File: config.mk
export PLATFORM = sky130hd
export DESIGN_NAME = align_reg_out
export DESIGN_NICKNAME = d
export VERILOG_FILES = /design/src/rtl/align_reg_out.sv
export SDC_FILE = /design/constraint.sdc
export NUM_CORES = 1
export LEC_CHECK = 0
export CAP_MARGIN = 20
export CORE_MARGIN = 2
export CORE_UTILIZATION = 40
export DETAILED_ROUTE_END_ITERATION = 12
export HOLD_SLACK_MARGIN = 0.06
export SLEW_MARGIN = 15
export SYNTH_ARGS = -nofsm -noshare
export SYNTH_HDL_FRONTEND = slang
export SYNTH_SLANG_ARGS = --single-unit
File: constraint.sdc
create_clock -name clk -period 7.5 [get_ports clk]
set_clock_uncertainty 0.15 [all_clocks]
set_input_delay 1.125 -clock clk [delete_from_list [all_inputs] [get_ports clk]]
set_output_delay 1.125 -clock clk [all_outputs]
set_load 0.1 [all_outputs]
File: src/rtl/align_reg_out.sv
// align_reg_out: de-skews staggered systolic channel outputs and quantizes them.
// Build option: define ALIGN_REG_OUT_SAT_EN to saturate instead of wrap.
module align_reg_out #(
  parameter int REG_CHANNEL_NUM = 9,
  parameter int DATA_WIDTH_IN   = 20,
  parameter int DATA_WIDTH_OUT  = 8,
  parameter int SHIFT           = 4,
  parameter int FRAME_CNT_WIDTH = 16
) (
  input  logic                                      clk,
  input  logic                                      rst,
  input  logic                                      valid_in,
  input  logic [REG_CHANNEL_NUM*DATA_WIDTH_IN-1:0]  reg_data_in,
  input  logic [FRAME_CNT_WIDTH-1:0]                frame_len,
  output logic                                      valid_out,
  output logic [REG_CHANNEL_NUM*DATA_WIDTH_OUT-1:0] reg_data_out,
  output logic                                      last_out,
  output logic                                      busy
);

  localparam int N   = REG_CHANNEL_NUM;
  localparam int DW  = DATA_WIDTH_IN;
  localparam int DWO = DATA_WIDTH_OUT;
  localparam int FW  = FRAME_CNT_WIDTH;
  localparam int RSH = (SHIFT > 0) ? SHIFT - 1 : 0;

  localparam logic signed [DW:0] RND =
    (SHIFT > 0) ? (DW+1)'(2**RSH) : '0;

`ifdef ALIGN_REG_OUT_SAT_EN
  localparam logic signed [DW:0] QMAX = (DW+1)'(2**(DWO-1) - 1);
  localparam logic signed [DW:0] QMIN = (DW+1)'(-(2**(DWO-1)));
`endif

  // Round half up, shift, then reduce to the output width.
  function automatic logic [DWO-1:0] quant(input logic [DW-1:0] x);
    logic signed [DW:0] s;
`ifdef ALIGN_REG_OUT_SAT_EN
    logic signed [DW:0] y;
`endif
    s = $signed({x[DW-1], x}) + RND;
`ifdef ALIGN_REG_OUT_SAT_EN
    y = s >>> SHIFT;
    if (y > QMAX)
      quant = QMAX[DWO-1:0];
    else if (y < QMIN)
      quant = QMIN[DWO-1:0];
    else
      quant = y[DWO-1:0];
`else
    quant = DWO'(s >>> SHIFT);
`endif
  endfunction

  logic [N-1:0]             vpipe;
  logic [N:0]               vch;
  logic                     aligned_v;
  logic [N-1:0][DW-1:0]     al;
  logic [N*DWO-1:0]         q_all;
  logic [FW-1:0]            cnt;
  logic [FW-1:0]            flen;
  logic [FW-1:0]            lim;
  logic                     wrap;

  // vch[k] is the valid of the beat that entered k cycles ago.
  assign vch       = {vpipe, valid_in};
  assign aligned_v = vch[N-1];
  assign valid_out = vpipe[N-1];
  assign busy      = |vpipe;

  // Valid shift register; reset drops every in-flight beat.
  always_ff @(posedge clk) begin
    if (rst)
      vpipe <= '0;
    else
      vpipe <= vch[N-1:0];
  end

  genvar i;
  for (i = 0; i < N; i++) begin : g_ch
    localparam int D = N - 1 - i;
    if (D == 0) begin : g_pass
      assign al[i] = reg_data_in[i*DW +: DW];
    end else begin : g_dly
      logic [DW-1:0] dl [D];
      // Skew-compensation delay line for this channel.
      always_ff @(posedge clk) begin
        if (rst) begin
          for (int k = 0; k < D; k++)
            dl[k] <= '0;
        end else begin
          dl[0] <= reg_data_in[i*DW +: DW];
          for (int k = 1; k < D; k++)
            dl[k] <= dl[k-1];
        end
      end
      assign al[i] = dl[D-1];
    end
    assign q_all[i*DWO +: DWO] = quant(al[i]);
  end

  // Common output register, loaded only by valid aligned beats.
  always_ff @(posedge clk) begin
    if (rst)
      reg_data_out <= '0;
    else if (aligned_v)
      reg_data_out <= q_all;
  end

  assign flen     = (frame_len == '0) ? FW'(1) : frame_len;
  assign lim      = flen - FW'(1);
  assign wrap     = (cnt >= lim);
  assign last_out = valid_out & wrap;

  // Beat position within the frame.
  always_ff @(posedge clk) begin
    if (rst)
      cnt <= '0;
    else if (valid_out)
      cnt <= wrap ? '0 : cnt + FW'(1);
  end

endmodule
After elaboration in Yosys (flattened, before gate mapping)
Memories as Yosys holds them, arrays and structs flattened.
Index checks and enable logic that the tools add are counted.
Widths: inputs -> output; s select.
{"block": "word_totals", "latchBits": 0, "out_inout_bits": 75, "ramBits": 720, "ff_bits": 97, "memories": 8, "inputBits": 199, "elab_cells": 104, "mem_bits_ro": 0}
{"block": "op_classes", "n_div": 0, "n_reduce_logical": 3, "n_eq_ne": 0, "muxes": 42, "n_mul": 0, "n_lt_le_gt_ge": 1, "n_bitwise": 36, "shift": 0, "n_addsub": 11}
{"memory": "g_ch[0].g_dly.dl", "depth": 8, "word_bits": 20, "read_ports": 8, "rd_ports_with_merged_regs": 0, "wr": 8, "line": "85", "text": "logic [DW-1:0] dl [D];"}
{"memory": "g_ch[1].g_dly.dl", "depth": 7, "word_bits": 20, "read_ports": 7, "rd_ports_with_merged_regs": 0, "wr": 7, "line": "85"}
{"memory": "g_ch[2].g_dly.dl", "depth": 6, "word_bits": 20, "read_ports": 6, "rd_ports_with_merged_regs": 0, "wr": 6, "line": "85"}
{"memory": "g_ch[3].g_dly.dl", "depth": 5, "word_bits": 20, "read_ports": 5, "rd_ports_with_merged_regs": 0, "wr": 5, "line": "85"}
{"memory": "g_ch[4].g_dly.dl", "depth": 4, "word_bits": 20, "read_ports": 4, "rd_ports_with_merged_regs": 0, "wr": 4, "line": "85"}
{"memory": "g_ch[5].g_dly.dl", "depth": 3, "word_bits": 20, "read_ports": 3, "rd_ports_with_merged_regs": 0, "wr": 3, "line": "85"}
{"memory": "+2 memories"}
{"cell": "$mux 20", "n": 36}
{"cell": "$add 12x5->12 const B", "n": 9}
{"cell": "$or 1x1->1", "n": 35}
{"cell": "$mux 16", "n": 2}
{"cell": "$reduce_or 20->1", "n": 1}
{"cell": "$add 16x1->16 const B", "n": 1}
{"cell": "$ge 16x16->1", "n": 1}
{"cell": "$logic_not 16->1", "n": 1}
{"cell": "$sub 16x1->16 const B", "n": 1}
{"cell": "$reduce_or 9->1", "n": 1}
{"cell": "$mux 1", "n": 4}
{"cell": "$and 1x1->1", "n": 1}

Depth between registers and ports, before layout
Gate-level depths: netlist of the first run.
{"block": "logic_depth", "ltp_word": 5, "depth_mapped": 16, "mapped_depth_nobuf": 15}

Worst setup path before layout of the first run
OpenSTA, ideal clock, no wires.
{"block": "synth_path", "path_type": "in2out", "startpoint": "input frame_len[6]", "endpoint": "output last_out", "path_buffers": 1, "path_stages": 14, "t_arrival_ps": 4433, "setup_slack_ps": 1792, "path_cell_list": "or3_1 -> nor3_1 -> a21oi_1 -> ha_1 -> nand3_1 -> nor4_1 -> xnor2_1 -> ha_1 -> nand3_1 -> nor2_1 -> nand3_1 -> o21ai_2 -> buf_2 -> and2_1"}
{"block": "synth_between", "elab_chain_cells": 5}
{"element": "from (decl)", "line": "14", "text": "input logic [FRAME_CNT_WIDTH-1:0] frame_len,"}
{"element": "$logic_not 16->1", "line": "110", "text": "assign flen = (frame_len == '0) ? FW'(1) : frame_len;"}
{"element": "$mux 16 (*)", "line": "110"}
{"element": "$sub 16x1->16 (*)", "line": "111", "text": "assign lim = flen - FW'(1);"}
{"element": "$ge 16x16->1 (*)", "line": "112", "text": "assign wrap = (cnt >= lim);"}
{"element": "$and 1x1->1 (*)", "line": "113", "text": "assign last_out = valid_out & wrap;"}
{"element": "to (decl)", "line": "17", "text": "output logic last_out,"}
Every way passes the cells marked *; elsewhere a longest branch is shown, timed or not.

Final worst setup path of the first run
Ends and elaborated chain as after synthesis.

==> impl_metrics.json, run 1 <==
{
  "io_pins": 274,
  "antenna_found_initial": 0,
  "async_flop_share_pct": 0,
  "die-area_um2": 35700,
  "cts_root_buf": "clkbuf_16",
  "dp.final_hpwl_mm": 14.9,
  "final_common_cell": "dfxtp_1",
  "fmaxAchievable_mhz": 158,
  "cts_tree": "yes",
  "worstPathRequired_ns": 6.22,
  "grt_pass1_wl_mm": 37.1,
  "wl_met3_mm": 1.08,
  "dp_cells": 1826,
  "drive_gt1_share_pct": 5.56,
  "setup-tns-final_ns": 0,
  "firstDrtPassIters": 4,
  "cts.clk_slew.worst_paths_ns": 0.06,
  "yosys_warnings": 0,
  "wl_met2_mm": 9.63,
  "wl_per_cell_um": 11.9,
  "power_density_nw_per_um2": 267,
  "post_cts_buffers": 0,
  "grt_setup_unrepaired": "false",
  "ys_types": 37,
  "nets": 1649,
  "hold_path.class": "flop to flop",
  "wirelength_mm": 22.8,
  "vias": 8260,
  "drv_slew": 0,
  "synthesis.area_um2": 13700,
  "numCtsBuffers": 43,
  "io_buffer_count": 174,
  "min_period_ns": 6.35,
  "syn_nets": 1492,
  "drt_iter0_drc": 299,
  "max_cap_viol_count": 0,
  "worst-path-max-fanout": 14,
  "most-common-layout-cells": "420 x dfxtp_1, 336 x nor2b_1, 172 x clkdlybuf4s50_1",
  "final-hold-violation-count": 0,
  "die_h_um": 189,
  "ys_ff_latch": 421,
  "maxUsedRoutingLayer": "met4",
  "grt_usage_pct": 12.5,
  "grt_pass1_vias": 7630,
  "postCtsHoldBufs": 0,
  "status": "finished clean",
  "synthCells": 1266,
  "avgSynthCellArea_um2": 10.8,
  "r2r_cells": 8,
  "clock_latency_ns": 0.54,
  "synth-edff-count": 0,
  "crit_type": "input pin to primary output",
  "vias_per_cell": 4.34,
  "gpl.final_weighted_congestion": 0.829,
  "ys_seq_area_share_pct": 61.6,
  "rows": 67,
  "core_um2": 33600,
  "clock_path_buffers": 3,
  "grt_overflow": 0,
  "p_leak_nw": 6.28,
  "worst_pin_slew_ns": 1.20,
  "arrival_ns": 5.07,
  "start_util_pct": 40.7,
  "postRouteAntennaNets": 0,
  "p_total_w": 0.00461,
  "n_fill_cell": 3026,
  "ys.flop_type": "dfxtp_1",
  "die_w_um": 189,
  "cts_sinks": 421,
  "htree_levels": 2,
  "whs_path_depth": 1,
  "endpoint_kind": "primary output",
  "ir_worst_vdd_mv": 0.147,
  "area_growth_pct": 26.2,
  "diodes": 0,
  "fin_cells": 1905,
  "wl_met1_mm": 11.5,
  "period_share_pct": 84.6,
  "grt_max_degree": 274,
  "route.detailed.drc": 0,
  "finalSetupViolations": 0,
  "cts_resized": 0,
  "slew_headroom_pct": 19.9,
  "crit_path_start_kind": "input pin"
}
-- state kept, by name, summed over array words and instances, names as in the netlist --
signal         count
cnt               16
g_ch.g_dly.dl    324
reg_data_out      72
vpipe              9
-- path summary, 6_finish.rpt --
path / start / endpoint / slack, ns
setup / recovery: frame_len[6] / last_out / 1.15
hold / removal: g_ch[6].g_dly.dl[0][7] / g_ch[6].g_dly.dl[0][27] / 0.28
setup reg to reg: cnt[0] / cnt[14] / 5.31
hold reg to reg: g_ch[6].g_dly.dl[0][7] / g_ch[6].g_dly.dl[0][27] / 0.28
-- per-layer routing --
layer | track usage (%) | vias to the layer above
met5 | 0 | -
met4 | 4.45 | 0
met3 | 3.00 | 37
met2 | 19.0 | 151
met1 | 17.4 | 3616
li1 | - | 4456
-- Yosys cell counts (all sizes together) (2+ instances only) --
| cell type | count | area [um^2] |
|---|---|---|
| nand2b | 3 | 18.8 |
| a311oi | 2 | 17.5 |
| inv | 5 | 18.8 |
| ha | 27 | 338 |
| nand2 | 26 | 97.6 |
| mux2i | 10 | 100 |
| or2 | 2 | 12.5 |
| nand4 | 7 | 43.8 |
| and4 | 2 | 17.5 |
| xnor2 | 36 | 315 |
| nor3 | 10 | 50.1 |
| buf | 4 | 20.0 |
| xor2 | 44 | 385 |
| a211oi | 76 | 576 |
| nand3 | 44 | 220 |
| or3 | 6 | 37.5 |
| dfxtp | 421 | 8430 |
| nor2 | 101 | 379 |
| clkbuf | 62 | 233 |
| o21ai | 9 | 48.8 |
| and3 | 7 | 43.8 |
| o2111ai | 2 | 17.5 |
| a21oi | 12 | 60.1 |
| nor4 | 4 | 25.0 |
| nor2b | 336 | 2100 |
-- power breakdown --
part,leakage (nW),internal [W],switching [W]
logic,2.13,0.0000898,0.0000781
clock network,0.725,0.00130,0.000839
registers,3.43,0.00229,0.0000149
total,6.28,0.00368,0.000932
-- through the flow --
stage                     utilization (%)  worst slack (ns)  hold slack, ns  area (um^2)
after global placement               46.9              1.29           0.265        15800
after global routing                 51.3             0.816           0.293        17200
after CTS                            51.3              1.18           0.284        17200
after floorplan                         -              1.79           0.264        13700
after detailed placement             46.9              1.18           0.270        15800
final                                51.3              1.15           0.281        17200
-- critical path: stages --
cell and delay [ns]:
clkdlybuf4s50_1 0.46, or3_1 0.48, nor3_1 0.48, a21oi_1 0.18
ha_1 0.26, nand3_1 0.20, nor3_1 0.10, xnor2_1 0.19
ha_1 0.28, o21ai_0 0.14, o21ai_0 0.12, a211oi_2 0.37
o21ai_2 0.09, buf_4 0.20, and2_1 0.16, buf_4 0.23
-- kinds of logic after synthesis --
group	count (synthesis)	synth area share, %
flops	421	61.6
fa+ha+maj	27	2.47
compound gates	108	5.71
mux	10	0.732
xor+xnor	80	5.12
simple gates	549	22.3
buf+inv	71	1.99
-- layout make-up --
type / instances / area [um^2] / area share (%)
Inverter: 5 / 18.8 / 0.109
Timing Repair Buffer: 178 / 1790 / 10.4
Clock inverter: 16 / 226 / 1.31
Tap cell: 448 / 561 / 3.25
Sequential cell: 421 / 8430 / 48.9
Multi-Input combinational cell: 774 / 4970 / 28.8
Clock buffer: 63 / 1250 / 7.25
Power figures use the tool's default switching activity.
==> inputs of run 2 (changes only) <==
- clock period: 7.5 -> 5.9 ns (I/O delays scaled with it)
==> impl_metrics.json, run 2 (synthesis results as in run 1) <==
{
  "postCtsHoldBufs": 0,
  "endpoint": "last_out",
  "power.switching_fraction_pct": 19.9,
  "grt_overflow": 0,
  "power_frac_clock_pct": 47.7,
  "finalSetupViolations": 0,
  "rows": 67,
  "area_growth_pct": 26.7,
  "endpoint_kind": "primary output",
  "pwr-share-comb_pct": 3.6,
  "worst_pin_slew_ns": 1.07,
  "htree_levels": 2,
  "hold_path.class": "flop to flop",
  "route.detailed.drc": 0,
  "wirelength_mm": 23.1,
  "diodes": 0,
  "grt_pass1_vias": 7820,
  "worst-path-max-fanout": 6,
  "cts_resized": 0,
  "nets": 1652,
  "ir_worst_vdd_mv": 0.234,
  "final-hold-violation-count": 0,
  "io_buffer_count": 174,
  "seq_area_um2": 8430,
  "drv_slew": 0,
  "cp-startpoint": "frame_len[6]",
  "slew_headroom_pct": 28.8,
  "clock_path_buffers": 3,
  "numCtsBuffers": 43,
  "p_int_w": 0.00481,
  "finalWorstSetupSlack_ns": 0.425,
  "min_period_ns": 5.48,
  "period_share_pct": 92.8,
  "largest_reg_flops": 324,
  "grt_max_degree": 162,
  "cts_root_buf": "clkbuf_16",
  "most-common-layout-cells": "420 x dfxtp_1, 336 x nor2b_1, 172 x clkdlybuf4s50_1",
  "crit_path_start_kind": "input pin",
  "p_switching_w": 0.00119,
  "drive_gt1_share_pct": 5.90,
  "drt_iter0_drc": 275,
  "p_leak_nw": 6.33,
  "cts.clk_slew.worst_paths_ns": 0.06,
  "antenna_found_initial": 1,
  "r2r_cells": 5,
  "vias_per_cell": 4.33,
  "multiInputGateArea_um2": 4970,
  "grt_setup_unrepaired": "false",
  "clock_latency_ns": 0.53,
  "status": "finished clean",
  "fmaxAchievable_mhz": 183,
  "r2r-end": "cnt[14]",
  "cts_tree": "yes",
  "io_pins": 274,
  "fin_util_pct": 51.5,
  "crit_type": "input pin to primary output",
  "grt_usage_pct": 12.9,
  "vias": 8253,
  "whs_ns": 0.274,
  "final_common_cell": "dfxtp_1",
  "core_um2": 33600,
  "largestRegisters": "g_ch.g_dly.dl x324, reg_data_out x72, cnt x16",
  "dp_cells": 1829,
  "postRouteAntennaNets": 0,
  "worstPathRequired_ns": 4.87,
  "firstDrtPassIters": 4,
  "die-area_um2": 35700,
  "post_cts_buffers": 0,
  "dp.final_hpwl_mm": 15.4,
  "regMostFlops": "g_ch.g_dly.dl",
  "arrival_ns": 4.44,
  "setup-tns-final_ns": 0,
  "wl_per_cell_um": 12.1,
  "grt_pass1_wl_mm": 38.2,
  "die_h_um": 189,
  "max_cap_viol_count": 0,
  "gpl.final_weighted_congestion": 0.815,
  "r2r-start": "vpipe[8]",
  "die_w_um": 189,
  "dp_slack_ns": 0.424,
  "r2r_slack_ns": 3.53,
  "power_frac_seq_pct": 48.7,
  "cts_sinks": 421,
  "n_fill_cell": 3063,
  "fin_cells": 1906,
  "power_density_nw_per_um2": 347,
  "start_util_pct": 40.7
}
[run 2: cell count changes in the layout (fill, tap and decap cells not counted)]
| cell | previous run | this run |
|---|---|---|
| bufinv_16 | 4 | 8 |
| clkbuf_1 | 10 | 6 |
| buf_4 | 4 | 7 |
| clkbuf_8 | 10 | 7 |
| clkinv_16 | 1 | 0 |
| clkinv_2 | 7 | 8 |
| clkinv_8 | 1 | 0 |
| inv_16 | 0 | 1 |
| inv_8 | 0 | 1 |
[run 2: area by class of cell]
class	count	share of cell area [%]
flip-flops and latches	421	48.7
multi-input cells	774	28.7
repair buffers	181	10.4
clock buffers	56	6.90
well taps	448	3.24
clock inverters	21	1.94
inverters	5	0.108
[run 2: through the flow]
| stage | area (um^2) | total power, W |
|---|---|---|
| global placement | 15800 | 0.00320 |
| CTS | 17300 | 0.00609 |
| finish | 17300 | 0.00600 |
| detailed placement | 15800 | 0.00321 |
| global route | 17300 | 0.00623 |
| floorplan | 13700 | 0.00311 |
[run 2: how the worst min path moves through the flow]
stage | to | slack (ns) | cells after the start | startpoint
detailed placement | g_ch[5].g_dly.dl[0][46] | 0.27 | 1 | g_ch[5].g_dly.dl[0][26]
finish | g_ch[4].g_dly.dl[2][3] | 0.27 | 1 | g_ch[4].g_dly.dl[1][3]
floorplan | g_ch[0].g_dly.dl[0][23] | 0.26 | 1 | g_ch[0].g_dly.dl[0][3]
CTS | g_ch[0].g_dly.dl[1][48] | 0.28 | 1 | g_ch[0].g_dly.dl[1][28]
global placement | g_ch[5].g_dly.dl[0][31] | 0.27 | 1 | g_ch[5].g_dly.dl[0][11]
global route | g_ch[0].g_dly.dl[1][8] | 0.29 | 1 | g_ch[0].g_dly.dl[0][68]
[run 2: power groups by stage]
stage / combinational, W / sequential (W) / clock [W]
2_1_floorplan: 0.000117 / 0.00299 / 0
6_report: 0.000214 / 0.00293 / 0.00286
5_1_grt: 0.000238 / 0.00293 / 0.00306
3_3_place_gp: 0.000216 / 0.00299 / 0
4_1_cts: 0.000218 / 0.00293 / 0.00295
3_5_place_dp: 0.000217 / 0.00299 / 0
[run 2: metal layers]
metal | global-route usage [%] | routed length, um | share of wire [%] | up-vias
met1 | 18.3 | 11600 | 50 | 3579
met3 | 2.74 | 1140 | 4.9 | 54
met5 | 0 | 0 | 0 | -
met4 | 4.42 | 584 | 2.5 | 0
met2 | 19.5 | 9720 | 42 | 167
li1 | - | - | - | 4453
[run 2: worst max-delay path, stage by stage]
cell and delay [ns]:
clkdlybuf4s50_1 0.47, or3_1 0.47, nor3_1 0.33, a21oi_1 0.15, ha_1 0.25, nand3_1 0.19, nor3_1 0.10, xnor2_1 0.14
ha_1 0.29, o21ai_0 0.13, o21ai_0 0.11, a211oi_2 0.39, o21ai_2 0.14, and2_1 0.22, buf_12 0.17
==> inputs of run 3 (changes only) <==
- CORE_UTILIZATION: 40 -> 51
- PLACE_DENSITY: default -> 0.79
==> impl_metrics.json, run 3 (synthesis results as in run 1) <==
{
  "crit_slowest_cell": "or3_1",
  "io_pins": 274,
  "multiInputGateArea_um2": 4970,
  "numCtsBuffers": 42,
  "drive_gt1_share_pct": 5.71,
  "die_w_um": 168,
  "dp_cells": 1715,
  "final-hold-violation-count": 0,
  "die-area_um2": 28100,
  "crit_type": "input pin to primary output",
  "clock_latency_ns": 0.54,
  "rows": 59,
  "gpl.final_weighted_congestion": 0.834,
  "diodes": 0,
  "ir_worst_vdd_mv": 0.194,
  "path_cells": "clkdlybuf4s50_1 > or3_1 > nor3_1 > a21oi_1 > ha_1 > nand3_1 > nor3_1 > xnor2_1 > ha_1 > o21ai_0 > o21ai_0 > a211oi_2 > o21ai_2 > and2_1 > buf_12",
  "grt_max_degree": 161,
  "final_common_cell": "dfxtp_1",
  "crit_path_start_kind": "input pin",
  "start_util_pct": 52.2,
  "drt_iter0_drc": 385,
  "status": "finished clean",
  "worstPathRequired_ns": 4.87,
  "grt_pass1_vias": 7911,
  "largest_reg_flops": 324,
  "fin_cells": 1788,
  "worst_pin_slew_ns": 1.07,
  "p_leak_nw": 6.28,
  "io_buffer_count": 174,
  "postRouteAntennaNets": 0,
  "grt_overflow": 0,
  "most-common-layout-cells": "420 x dfxtp_1, 336 x nor2b_1, 172 x clkdlybuf4s50_1",
  "post_cts_buffers": 0,
  "r2r_slack_ns": 3.51,
  "grt_pass1_wl_mm": 36.7,
  "drv_slew": 0,
  "dp.final_hpwl_mm": 14.0,
  "die_h_um": 168,
  "regMostFlops": "g_ch.g_dly.dl",
  "min_period_ns": 5.43,
  "power_density_nw_per_um2": 340,
  "worst-path-max-fanout": 6,
  "vias": 8374,
  "cts_root_buf": "clkbuf_16",
  "vias_per_cell": 4.68,
  "arrival_ns": 4.40,
  "area_growth_pct": 25.1,
  "grt_setup_unrepaired": "false",
  "endpoint_kind": "primary output",
  "nets": 1650,
  "hold_path.class": "flop to flop",
  "finalSetupViolations": 0,
  "route.detailed.drc": 0,
  "cts_sinks": 421,
  "firstDrtPassIters": 4,
  "cts.clk_slew.worst_paths_ns": 0.06,
  "whs_ns": 0.276,
  "antenna_found_initial": 0,
  "clock_path_buffers": 3,
  "postCtsHoldBufs": 0,
  "fmaxAchievable_mhz": 184,
  "cts_resized": 0,
  "max_stage_delay_ns": 0.48,
  "largestRegisters": "g_ch.g_dly.dl x324, reg_data_out x72, cnt x16",
  "grt_usage_pct": 15.4,
  "slew_headroom_pct": 28.3,
  "core_um2": 26200,
  "wirelength_mm": 21.6,
  "htree_levels": 2,
  "cts_tree": "yes",
  "max_cap_viol_count": 0,
  "n_fill_cell": 2058,
  "period_share_pct": 92.1,
  "setup-tns-final_ns": 0,
  "wl_per_cell_um": 12.1,
  "seq_area_um2": 8430
}
-- run 3: final timing paths --
| path | start | to | cells after the start |
|---|---|---|---|
| max reg2reg | vpipe[8] | cnt[14] | 5 |
| min reg2reg | g_ch[5].g_dly.dl[0][25] | g_ch[5].g_dly.dl[0][45] | 1 |
| min | g_ch[5].g_dly.dl[0][25] | g_ch[5].g_dly.dl[0][45] | 1 |
| max | frame_len[6] | last_out | 15 |
-- run 3: layout make-up --
class                      count  area share [%]
sequential                   421            49.3
clock inverter                17            1.40
multi-input combinational    774            29.1
inverter                       5           0.110
tap                          335            2.45
timing repair buffer         180            10.6
clock buffer                  56            7.04
-- run 3: critical path, delay by kind of cell --
kind	cells	cell delay (ns)
compound gates	5	0.88
fa+ha+maj	2	0.55
buf+inv	2	0.64
xor+xnor	1	0.14
simple gates	5	1.31
-- run 3: stage by stage --
stage	util (%)	power (W)	area, um^2	setup slack (ns)
floorplan	-	0.00311	13700	0.672
global placement	59.7	0.00320	15700	0.541
detailed placement	59.7	0.00321	15700	0.484
CTS	65.3	0.00588	17100	0.485
global route	65.3	0.00603	17100	0.208
finish	65.3	0.00581	17100	0.466
-- run 3: power by group --
group	internal (W)	switching, W	total, W
logic	0.000115	0.0000995	0.000215
clock network	0.00162	0.00105	0.00267
registers	0.00291	0.0000195	0.00293
total	0.00464	0.00116	0.00581
-- run 3: per-layer routing --
layer	vias to the layer above	wire length (um)	GRT usage, %	share of wire (%)
met5	-	0	0	0
met4	0	477	5.10	2.2
met3	41	1020	2.84	4.7
met2	174	9820	25.9	45
met1	3715	10300	20.3	48
li1	4444	-	-	-
